--- config.mk ---
export PLATFORM = sky130hd
export DESIGN_NAME = obi_rr_arbiter
export DESIGN_NICKNAME = d
export VERILOG_FILES = /design/src/rtl/obi_arb_pkg.sv /design/src/rtl/rr_picker.sv /design/src/rtl/obi_rr_arbiter.sv
export SDC_FILE = /design/constraint.sdc
export NUM_CORES = 1
export LEC_CHECK = 0
export BUFFER_PORTS_ARGS = -buffer_cell sky130_fd_sc_hd__buf_2
export CAP_MARGIN = 20
export CELL_PAD_IN_SITES_DETAIL_PLACEMENT = 0
export CELL_PAD_IN_SITES_GLOBAL_PLACEMENT = 1
export CORE_AREA = 2 2 108 110
export CTS_CLUSTER_SIZE = 12
export DETAILED_ROUTE_END_ITERATION = 16
export DIE_AREA = 0 0 110 112
export PLACE_DENSITY = 0.84
export SLEW_MARGIN = 20
export SYNTH_ARGS = -nofsm -noshare
export SYNTH_HDL_FRONTEND = slang
export SYNTH_SLANG_ARGS = --single-unit
--- constraint.sdc ---
create_clock -name clk_i -period 3.55 [get_ports clk_i]
set_clock_uncertainty 0.15 [all_clocks]
set_input_delay 0 -clock clk_i [delete_from_list [all_inputs] [get_ports clk_i]]
set_output_delay 0 -clock clk_i [all_outputs]
set_load 0.005 [all_outputs]
--- src/rtl/obi_arb_pkg.sv ---
// Shared types and constants for the OBI round-robin arbiter.
package obi_arb_pkg;
  typedef enum logic [1:0] {IDLE, REQ, RESP} arb_state_t;
  localparam logic [31:0] TIMEOUT_RDATA = 32'hDEADBEEF;
  localparam int          OBI_BE_WIDTH  = 4;
endpackage

--- src/rtl/rr_picker.sv ---
// Combinational round-robin winner select: first requester after i_last, wrapping.
module rr_picker #(
  parameter int NUM_MASTERS = 2
) (
  input  logic [NUM_MASTERS-1:0]                              i_req,
  input  logic [((NUM_MASTERS > 1) ? $clog2(NUM_MASTERS) : 1)-1:0] i_last,
  output logic [((NUM_MASTERS > 1) ? $clog2(NUM_MASTERS) : 1)-1:0] o_winner,
  output logic                                                o_any_req
);
  localparam int LW = (NUM_MASTERS > 1) ? $clog2(NUM_MASTERS) : 1;

  function automatic int wrap_idx(input logic [LW-1:0] base, input int off);
    int s;
    s = int'(base) + off;
    if (s >= NUM_MASTERS) s = s - NUM_MASTERS;
    return s;
  endfunction

  // Scan farthest-to-nearest so the nearest requester after i_last is the last write.
  always_comb begin
    o_winner  = '0;
    o_any_req = 1'b0;
    for (int off = NUM_MASTERS; off >= 1; off--) begin
      if (i_req[wrap_idx(i_last, off)]) begin
        o_winner  = LW'(wrap_idx(i_last, off));
        o_any_req = 1'b1;
      end
    end
  end
endmodule

--- src/rtl/obi_rr_arbiter.sv ---
// N-master to 1-slave OBI arbiter, round-robin, one outstanding transaction.
// Optional response watchdog enabled by defining OBI_ARB_TIMEOUT_EN.
module obi_rr_arbiter
  import obi_arb_pkg::*;
#(
  parameter int NUM_MASTERS    = 2,
  parameter int ADDR_WIDTH     = 32,
  parameter int TIMEOUT_CYCLES = 1024
) (
  input  logic                               clk_i,
  input  logic                               rst_ni,
  input  logic [NUM_MASTERS-1:0]             m_req_i,
  output logic [NUM_MASTERS-1:0]             m_gnt_o,
  output logic [NUM_MASTERS-1:0]             m_rvalid_o,
  input  logic [NUM_MASTERS*ADDR_WIDTH-1:0]  m_addr_i,
  input  logic [NUM_MASTERS-1:0]             m_we_i,
  input  logic [NUM_MASTERS*OBI_BE_WIDTH-1:0] m_be_i,
  input  logic [NUM_MASTERS*32-1:0]          m_wdata_i,
  output logic [31:0]                        m_rdata_o,
  output logic                               s_req_o,
  input  logic                               s_gnt_i,
  output logic [ADDR_WIDTH-1:0]              s_addr_o,
  output logic                               s_we_o,
  output logic [OBI_BE_WIDTH-1:0]            s_be_o,
  output logic [31:0]                        s_wdata_o,
  input  logic                               s_rvalid_i,
  input  logic [31:0]                        s_rdata_i,
  output logic                               err_o
);
  localparam int LW = (NUM_MASTERS > 1) ? $clog2(NUM_MASTERS) : 1;

  arb_state_t      r_state;
  logic [LW-1:0]   r_owner;
  logic [LW-1:0]   r_last;
  logic [LW-1:0]   w_winner;
  logic            w_any_req;
  logic            w_timeout;
  logic            w_resp_done;

  logic [ADDR_WIDTH-1:0]   w_addr  [NUM_MASTERS];
  logic [OBI_BE_WIDTH-1:0] w_be    [NUM_MASTERS];
  logic [31:0]             w_wdata [NUM_MASTERS];

  for (genvar gi = 0; gi < NUM_MASTERS; gi++) begin : g_unpack
    assign w_addr[gi]  = m_addr_i[gi*ADDR_WIDTH +: ADDR_WIDTH];
    assign w_be[gi]    = m_be_i[gi*OBI_BE_WIDTH +: OBI_BE_WIDTH];
    assign w_wdata[gi] = m_wdata_i[gi*32 +: 32];
  end

  rr_picker #(.NUM_MASTERS(NUM_MASTERS)) u_picker (
    .i_req     (m_req_i),
    .i_last    (r_last),
    .o_winner  (w_winner),
    .o_any_req (w_any_req)
  );

`ifdef OBI_ARB_TIMEOUT_EN
  localparam int CW = $clog2(TIMEOUT_CYCLES + 1);
  logic [CW-1:0] r_cnt;
  assign w_timeout = (r_state == RESP) && !s_rvalid_i && (r_cnt == CW'(TIMEOUT_CYCLES - 1));
`else
  assign w_timeout = 1'b0;
`endif

  assign w_resp_done = s_rvalid_i || w_timeout;

  always_ff @(posedge clk_i or negedge rst_ni) begin
    if (!rst_ni) begin
      r_state <= IDLE;
      r_owner <= '0;
      r_last  <= LW'(NUM_MASTERS - 1);
`ifdef OBI_ARB_TIMEOUT_EN
      r_cnt   <= '0;
`endif
    end else begin
      case (r_state)
        IDLE: begin
          if (w_any_req) begin
            r_owner <= w_winner;
            r_last  <= w_winner;
            r_state <= REQ;
          end
        end
        REQ: begin
          // Owner withdrawing before grant abandons the slot without a transfer.
          if (!m_req_i[r_owner]) begin
            r_state <= IDLE;
          end else if (s_gnt_i) begin
            r_state <= RESP;
`ifdef OBI_ARB_TIMEOUT_EN
            r_cnt   <= '0;
`endif
          end
        end
        RESP: begin
          if (w_resp_done) begin
            if (w_any_req) begin
              r_owner <= w_winner;
              r_last  <= w_winner;
              r_state <= REQ;
            end else begin
              r_state <= IDLE;
            end
          end
`ifdef OBI_ARB_TIMEOUT_EN
          else begin
            r_cnt <= r_cnt + 1'b1;
          end
`endif
        end
        default: r_state <= IDLE;
      endcase
    end
  end

  always_comb begin
    s_req_o    = 1'b0;
    s_addr_o   = '0;
    s_we_o     = 1'b0;
    s_be_o     = '0;
    s_wdata_o  = '0;
    m_gnt_o    = '0;
    m_rvalid_o = '0;
    m_rdata_o  = s_rdata_i;
    err_o      = w_timeout;
    case (r_state)
      REQ: begin
        s_req_o            = m_req_i[r_owner];
        s_addr_o           = w_addr[r_owner];
        s_we_o             = m_we_i[r_owner];
        s_be_o             = w_be[r_owner];
        s_wdata_o          = w_wdata[r_owner];
        m_gnt_o[r_owner]   = s_gnt_i && m_req_i[r_owner];
      end
      RESP: begin
        m_rvalid_o[r_owner] = w_resp_done;
        if (w_timeout) m_rdata_o = TIMEOUT_RDATA;
      end
      default: ;
    endcase
  end
endmodule
==> results of run 1 <==
-- power breakdown --
part	switching [mW]	internal, mW	leakage [nW]
registers	0.0253	0.0709	0.0481
logic	0.617	0.657	1.43
clock network	0.0345	0.149	0.0382
-- cell usage after synthesis (all sizes together) --
library cell / n
a21o: 1
a21oi: 1
a22o: 70
and3: 2
buf: 47
conb: 1
dfrtp: 3
dfstp: 1
inv: 4
nand2: 2
nand2b: 2
nand4bb: 1
nor2: 5
nor2b: 2
nor3: 1
o21ai: 2
or2: 1
-- stage by stage --
stage	setup WS, ns	cell area (um2)	cells	total power [mW]	hold WS, ns
3_3_place_gp	1.47	2150	462	1.32	-0.346
4_1_cts	1.15	2600	503	1.57	0.0132
2_1_floorplan	2.29	1200	146	0.847	-0.446
6_report	1.15	2600	503	1.55	0.0283
5_1_grt	1.02	2600	503	1.69	0.0716
3_5_place_dp	1.39	2150	462	1.34	-0.345
-- cell type report --
cell class,count,area share [%]
Timing Repair Buffer,257,56.9
Clock buffer,4,3.03
Tap cell,143,6.88
Sequential cell,4,3.90
Multi-Input combinational cell,91,28.8
Inverter,4,0.577
-- flip-flops by register name (all words and copies together), names as in the netlist --
| name | flops |
|---|---|
| r_state | 2 |
| r_last | 1 |
| r_owner | 1 |
-- per-layer routing --
layer / part of all wire, % / routed length [um] / up-vias
li1: - / - / 964
met1: 40 / 2860 / 942
met2: 51 / 3670 / 133
met3: 7.7 / 547 / 4
met4: 0.66 / 47 / 0
met5: 0 / 0 / -
-- worst register-to-register path: stages, from the launching register on --
cell	delay (ns)
sky130_fd_sc_hd__dfrtp_1	0.44
sky130_fd_sc_hd__nand2b_1	0.19
sky130_fd_sc_hd__a21oi_1	0.26
sky130_fd_sc_hd__a22o_1	0.20
sky130_fd_sc_hd__dlygate4sd3_1	0.56
-- worst paths after layout --
check,endpoint,slack (ns),depth (start not counted)
min in group asynchronous,r_last,0.10,2
max,s_addr_o[10],1.15,5
max reg2reg,r_state[1],1.68,4
min reg2reg,r_last,0.34,2
min,r_last,0.03,4
max in group asynchronous,r_state[1],2.58,3
-- logic make-up after synthesis --
family,Yosys count
buffers and inverters,51
AND/OR/NAND/NOR,16
AO/OA/AOI/OAI,74
flip-flops,4
other,1
==> run_results.csv, run 1 <==
group,metric,value,unit
worst_setup_path,r2r-start,"r_owner",
pwr,static-leakage-power,1.52,nW
pwr,power_density,597,nW/um2
floorplan,die_width,110,um
synth,yosys-mux-area-fraction,0,%
worst_setup_path,cpPeakStageDelay,0.72,ns
synth,yosys-top-cells-area,"sky130_fd_sc_hd__a22o_1, sky130_fd_sc_hd__buf_4, sky130_fd_sc_hd__dfrtp_1",
finish,final_util,23.3,%
worst_setup_path,critical_path.n_buffers_inverters,2,
global_route,gr-usage-all-layers,10.1,%
clock_tree,post_cts.resized_instances,0,
drt,final_ant_viol_nets,0,
drt,detailroute.via_count,2043,
synth,synthAdderAreaFrac,0,%
finish,seqCellArea,101,um2
finish,mostFrequentLayoutCell,"sky130_fd_sc_hd__buf_2",
worst_setup_path,path_cells,"nand2b_4 -> nor2_4 -> buf_4 -> a22o_1 -> buf_2",
clock_tree,cts.reportedPaths.clkPinSlew,0.03,ns
clock_tree,number_of_sinks_handled_by_clock_tree_synthesis,4,
hold_path,timing.hold.worst.start,"m_req_i[0]",
worst_setup_path,cp_data_arrival_time,2.25,ns
synth,synth_xor_area_share,0,%
timing,report.final.setup_viol,0,
synth,synth.net_count,322,
global_route,grt_max_degree,43,
floorplan,core_area,11200,um2
timing,setup_repair_after_global_routing_missed_its_margin,"no",
global_route,grt_util_met1,12.8,%
finish,layout_nets,537,
worst_setup_path,worst_setup_path_end_kind,"primary output",
worst_setup_path,startpoint_type,"flip-flop",
finish,area_growth_syn_to_layout,117,%
synth,synth-seq-area-share,8.47,%
synth,synthCells,146,
drt,drt_first_iter_violations,36,
worst_setup_path,cp_max_fo,42,
clock_tree,cts_setup_buffers,0,
finish,multiInputGateArea,748,um2
global_route,global_routing_s_busiest_layer,"met2",
timing,final_cycle_utilization_of_the_critical_path,67.6,%
clock_tree,clockRootBuffer,"sky130_fd_sc_hd__clkbuf_16",
finish,num_antenna_cells,0,
timing,worst_slew_margin_rel,36.8,%
synth,synth_compound_gate_area_share,53.1,%
timing,worst_slew_pin_slew,0.945,ns
timing,fmax,417,MHz
placement,place.detailed.hpwl,5690,um
synth,synth_area,1200,um2
worst_setup_path,crit_path_start,"r_state[1]",
clock_tree,cts.htree.levels,1,
synth,synth_top_family_by_area,"compound AO/OA/AOI/OAI gates",
worst_setup_path,critical_path.top_delay_family,"simple AND/OR/NAND/NOR gates",
finish,layout-drive-gt1-share,63.6,%
drt,drc_errors,0,
finish,commonest_cells_after_routing_fill_and_taps_aside,"sky130_fd_sc_hd__buf_2, sky130_fd_sc_hd__a22o_1, sky130_fd_sc_hd__dlygate4sd3_1",
hold_path,holdCritPathClass,"in2reg",
placement,io_buffer_count,217,
worst_setup_path,crit_path_top_delay_cell,"sky130_fd_sc_hd__nor2_4",
drt,detail_route.vias_per_cell,4.06,
clock_tree,number_of_buffers_inserted_for_hold_repair_after_clock_tree_synthesis,37,
pwr,vdd_ir_drop_max,0.000367,V
synth,syn_area_per_cell,8.19,um2
floorplan,initial_core_util,10.7,%
synth,synthSimpleGateAreaFrac,9.10,%
global_route,gr-usage-met2,18.3,%
timing,finalWorstPathRequiredPeriod,2.40,ns
timing,hold_violations,0,
placement,finalWeightedCongestion,0.811,
synth,synth_cell_types,22,
floorplan,num_rows,39,
worst_setup_path,worst-endpoint-required,3.40,ns
global_route,antenna_found_initial,0,
timing,setup-tns-final,0,ns
clock_tree,clock_insertion_delay_at_the_later_pin_of_the_skew_report,0.23,ns
synth,synthDominantCellAreaShare,51.3,%
finish,n_fill_cell,1245,
worst_setup_path,worst-setup-path-type,"reg2out",
floorplan,area_of_the_die,12300,um2
clock_tree,clk_path_buf_depth,2,
clock_tree,cts_tree,"built",
global_route,via_count_of_the_first_global_routing_pass,1935,
global_route,global_route_wire_length_before_repair,9660,um
outcome,status,"completed",
clock_tree,cts_buffers,3,
run,drv.max_cap_violation_count,0,
floorplan,die_height,112,um
drt,average_routed_wire_per_standard_cell,14.2,um
synth,yosys.area.top_type,"sky130_fd_sc_hd__a22o_1",
synth,synth_seq_cells,4,
timing,final_slew_viol_count,0,
floorplan,num_io_pins,283,
drt,detail_route.first_pass.iterations,4,
global_route,grt-ovfl-total,0,
global_route,grt_util_met3,0.878,%
synth,ys.warnings.count,0,
drt,postRouteWirelength,7120,um
Power figures use the tool's default switching activity.
==> run 2: changes to the inputs <==
--- a/config.mk
+++ b/config.mk
@@ -5,15 +5,16 @@
 export SDC_FILE = /design/constraint.sdc
 export NUM_CORES = 1
 export LEC_CHECK = 0
+export ABC_AREA = 1
 export BUFFER_PORTS_ARGS = -buffer_cell sky130_fd_sc_hd__buf_2
 export CAP_MARGIN = 20
 export CELL_PAD_IN_SITES_DETAIL_PLACEMENT = 0
 export CELL_PAD_IN_SITES_GLOBAL_PLACEMENT = 1
-export CORE_AREA = 2 2 108 110
+export CORE_MARGIN = 2
+export CORE_UTILIZATION = 14
 export CTS_CLUSTER_SIZE = 12
 export DETAILED_ROUTE_END_ITERATION = 16
-export DIE_AREA = 0 0 110 112
-export PLACE_DENSITY = 0.84
+export PLACE_DENSITY = 0.92
 export SLEW_MARGIN = 20
 export SYNTH_ARGS = -nofsm -noshare
 export SYNTH_HDL_FRONTEND = slang
==> constraint.sdc (replaced) <==
create_clock -name clk_i -period 2.48 [get_ports clk_i]
set_clock_uncertainty 0.15 [all_clocks]
set_input_delay 0 -clock clk_i [delete_from_list [all_inputs] [get_ports clk_i]]
set_output_delay 0 -clock clk_i [all_outputs]
set_load 0.005 [all_outputs]
==> run 2 against run 1 <==
- flip-flop and latch count stayed put
- setup slack worse by 0.41 ns
- power is 34% higher
- clock power is 20% lower
- synthesized area is 31% higher
- hold slack better by 0.062 ns
- first-iteration DRC count grew to 3.0 times the previous value
- critical path type unchanged
- critical endpoint is now s_addr_o[12]
- largest power group unchanged
==> run_results.csv, run 2 <==
group,metric,value,unit
clock_tree,clockRootBuffer,"sky130_fd_sc_hd__clkbuf_8",
pwr,share_clk_of_total_power,7.0,%
finish,largest_registers,"r_state: 2 flops, r_last: 1 flops, r_owner: 1 flops",
hold_path,min_delay_worst_endpoint,"r_state[1]",
global_route,antenna_found_initial,0,
synth,synth.most_common_cell,"sky130_fd_sc_hd__nand2_1",
pwr,vdd_ir_drop_max,0.000718,V
pwr,switchingPower,1.15,mW
pwr,combinationalPowerShare,86.7,%
pwr,static-leakage-power,1.70,nW
finish,final_util,26.3,%
floorplan,area_of_the_die,12000,um2
hold_path,hold_path_depth,5,
synth,yosys.area.top_type,"sky130_fd_sc_hd__nand2_1",
worst_setup_path,critical_path.n_buffers_inverters,3,
synth,yosys-top-cells-area,"sky130_fd_sc_hd__nand2_1, sky130_fd_sc_hd__a21oi_1, sky130_fd_sc_hd__buf_4",
global_route,grt_max_degree,42,
worst_setup_path,r2r-start,"r_state[0]",
synth,synthDominantCellAreaShare,36.5,%
synth,primary_flip_flop_cell_chosen_by_synthesis_mapping,"sky130_fd_sc_hd__dfrtp_1",
worst_setup_path,path_cells,"inv_1 -> nand2_4 -> buf_4 -> a21oi_1 -> buf_2",
clock_tree,clock_insertion_delay_at_the_later_pin_of_the_skew_report,0.22,ns
finish,max_ffs_per_register,2,
drt,detail_route.vias_per_cell,4.01,
synth,syn_area_per_cell,5.17,um2
synth,synth_enable_flop_cells,0,
synth,synth_seq_cells,4,
worst_setup_path,startpoint_type,"flip-flop",
finish,non_filler_cell_area_final,2860,um2
placement,io_buffer_count,217,
floorplan,initial_core_util,14.4,%
placement,dp.cells,610,
finish,largest_register,"r_state",
clock_tree,clk_path_buf_depth,2,
synth,synth_async_sr_flop_share,100,%
finish,commonest_cells_after_routing_fill_and_taps_aside,"sky130_fd_sc_hd__buf_2, sky130_fd_sc_hd__nand2_1, sky130_fd_sc_hd__a21oi_1",
global_route,grt-ovfl-total,0,
worst_setup_path,cpPeakStageDelay,0.38,ns
worst_setup_path,timing.reg2reg.worst_path_depth,5,
worst_setup_path,crit_path_top_delay_cell,"sky130_fd_sc_hd__dfrtp_1",
timing,report.final.setup_viol,0,
global_route,global_route_wire_length_before_repair,9730,um
finish,area_growth_syn_to_layout,83.2,%
floorplan,die_height,110,um
timing,setup-tns-final,0,ns
finish,num_antenna_cells,0,
synth,synth_cell_types,18,
clock_tree,cts.reportedPaths.clkPinSlew,0.04,ns
synth,synth_area,1560,um2
placement,place.detailed.hpwl,5360,um
timing,hold_violations,0,
placement,placement.cell_area,2450,um2
worst_setup_path,cp_data_arrival_time,1.58,ns
pwr,power.share.sequential,6.3,%
worst_setup_path,cp_max_fo,31,
timing,final_cycle_utilization_of_the_critical_path,69.9,%
clock_tree,cts_buffers,3,
clock_tree,cts.htree.levels,1,
timing,final_slew_viol_count,0,
pwr,power_density,727,nW/um2
global_route,via_count_of_the_first_global_routing_pass,2160,
worst_setup_path,worst-endpoint-required,2.33,ns
clock_tree,number_of_buffers_inserted_for_hold_repair_after_clock_tree_synthesis,37,
pwr,power_switching_share,55.3,%
placement,pre_cts_worst_setup_slack,0.966,ns
hold_path,holdCritPathClass,"in2reg",
timing,fmax,577,MHz
pwr,p_int,930,uW
worst_setup_path,worst_setup_path_end_kind,"primary output",
worst_setup_path,worst-setup-path-type,"reg2out",
clock_tree,post_cts.resized_instances,0,
placement,finalWeightedCongestion,0.741,
synth,ys.warnings.count,0,
drt,postRouteWirelength,7190,um
finish,layout-drive-gt1-share,45.8,%
synth,synthCells,302,
finish,n_fill_cell,1249,
finish,mostFrequentLayoutCell,"sky130_fd_sc_hd__buf_2",
global_route,gr-usage-all-layers,9.76,%
clock_tree,cts_tree,"built",
floorplan,die_width,110,um
floorplan,core_area,10900,um2
drt,drt_first_iter_violations,109,
finish,layout_nets,688,
drt,detail_route.first_pass.iterations,4,
clock_tree,number_of_sinks_handled_by_clock_tree_synthesis,4,
drt,drc_errors,0,
run,drv.max_cap_violation_count,0,
hold_path,timing.hold.worst.start,"m_req_i[0]",
floorplan,num_io_pins,283,
finish,count_of_placed_standard_cells_in_the_final_layout_fillers_left_out,651,
timing,finalWorstSetupSlack,0.747,ns
drt,detailroute.via_count,2609,
synth,synth.net_count,478,
synth,synth_commonest_cells,"sky130_fd_sc_hd__nand2_1, sky130_fd_sc_hd__a21oi_1, sky130_fd_sc_hd__buf_4, sky130_fd_sc_hd__buf_2, sky130_fd_sc_hd__clkbuf_8",
pwr,fin_total_pwr,2.08,mW
drt,final_ant_viol_nets,0,
timing,finalWorstPathRequiredPeriod,1.73,ns
synth,synth-seq-area-share,6.49,%
worst_setup_path,reg2reg_to,"r_owner",
drt,average_routed_wire_per_standard_cell,11.0,um
timing,holdWs,0.0898,ns
worst_setup_path,critical_path.top_delay_family,"buffers and inverters",
worst_setup_path,regToRegSetupSlack,0.84,ns
floorplan,num_rows,38,
clock_tree,cts_setup_buffers,0,
outcome,status,"completed",
timing,setup_repair_after_global_routing_missed_its_margin,"no",
[run 2: cell types whose count changed in the layout (fill, tap and decap cells not counted), moves of 3 or more]
cell                        change
sky130_fd_sc_hd__buf_4          +3
sky130_fd_sc_hd__clkbuf_16      -3
sky130_fd_sc_hd__a21oi_1       +68
sky130_fd_sc_hd__nand2_1      +150
sky130_fd_sc_hd__a22o_1        -70
sky130_fd_sc_hd__clkbuf_8       +3
[run 2: cells by family after synthesis]
logic type / share of synthesized area, %
AND/OR/NAND/NOR: 42.1
AO/OA/AOI/OAI: 22.7
buffers and inverters: 28.5
flip-flops: 6.49
other: 0.240
[run 2: worst max-delay path by stage]
| stage | end | slack, ns | cells after the start | startpoint |
|---|---|---|---|---|
| 6_report | s_addr_o[12] | 0.75 | 5 | r_state[1] |
| 5_1_grt | s_addr_o[12] | 0.60 | 5 | r_state[1] |
| 4_1_cts | s_wdata_o[26] | 0.72 | 5 | r_state[1] |
| 3_5_place_dp | s_wdata_o[26] | 0.97 | 5 | r_state[1] |
| 3_3_place_gp | s_wdata_o[27] | 0.99 | 5 | r_state[1] |
| 2_1_floorplan | r_state[1] | 1.42 | 6 | r_owner |
[run 2: area by class of cell]
| type | count | area [um2] | share of cell area, % |
|---|---|---|---|
| clock buffer | 4 | 45.0 | 1.57 |
| inverter | 6 | 22.5 | 0.787 |
| multi-input combinational | 237 | 1020 | 35.5 |
| timing repair buffer | 260 | 1500 | 52.4 |
| sequential | 4 | 103 | 3.58 |
| tap | 140 | 175 | 6.12 |
[run 2: power groups by stage]
| stage | registers (mW) | clock network (mW) | logic [mW] |
|---|---|---|---|
| 6_report | 0.131 | 0.146 | 1.80 |
| 5_1_grt | 0.137 | 0.156 | 2.05 |
| 4_1_cts | 0.132 | 0.150 | 1.83 |
| 3_5_place_dp | 0.132 | 0 | 1.76 |
| 3_3_place_gp | 0.130 | 0 | 1.76 |
| 2_1_floorplan | 0.126 | 0 | 1.21 |
[run 2: layer usage]
| metal | wire (um) | track usage (%) |
|---|---|---|
| met1 | 2790 | 11.6 |
| met2 | 3890 | 19.6 |
| met4 | 0 | 0.542 |
| met5 | 0 | 0 |
| met3 | 505 | 0.889 |
[run 2: worst register-to-register path, stage by stage, from the launching register on]
cell and delay, ns:
sky130_fd_sc_hd__dfrtp_1 0.42, sky130_fd_sc_hd__inv_1 0.09, sky130_fd_sc_hd__nand3_1 0.11, sky130_fd_sc_hd__nand4_1 0.12
sky130_fd_sc_hd__dlygate4sd3_1 0.58, sky130_fd_sc_hd__nand2_1 0.05
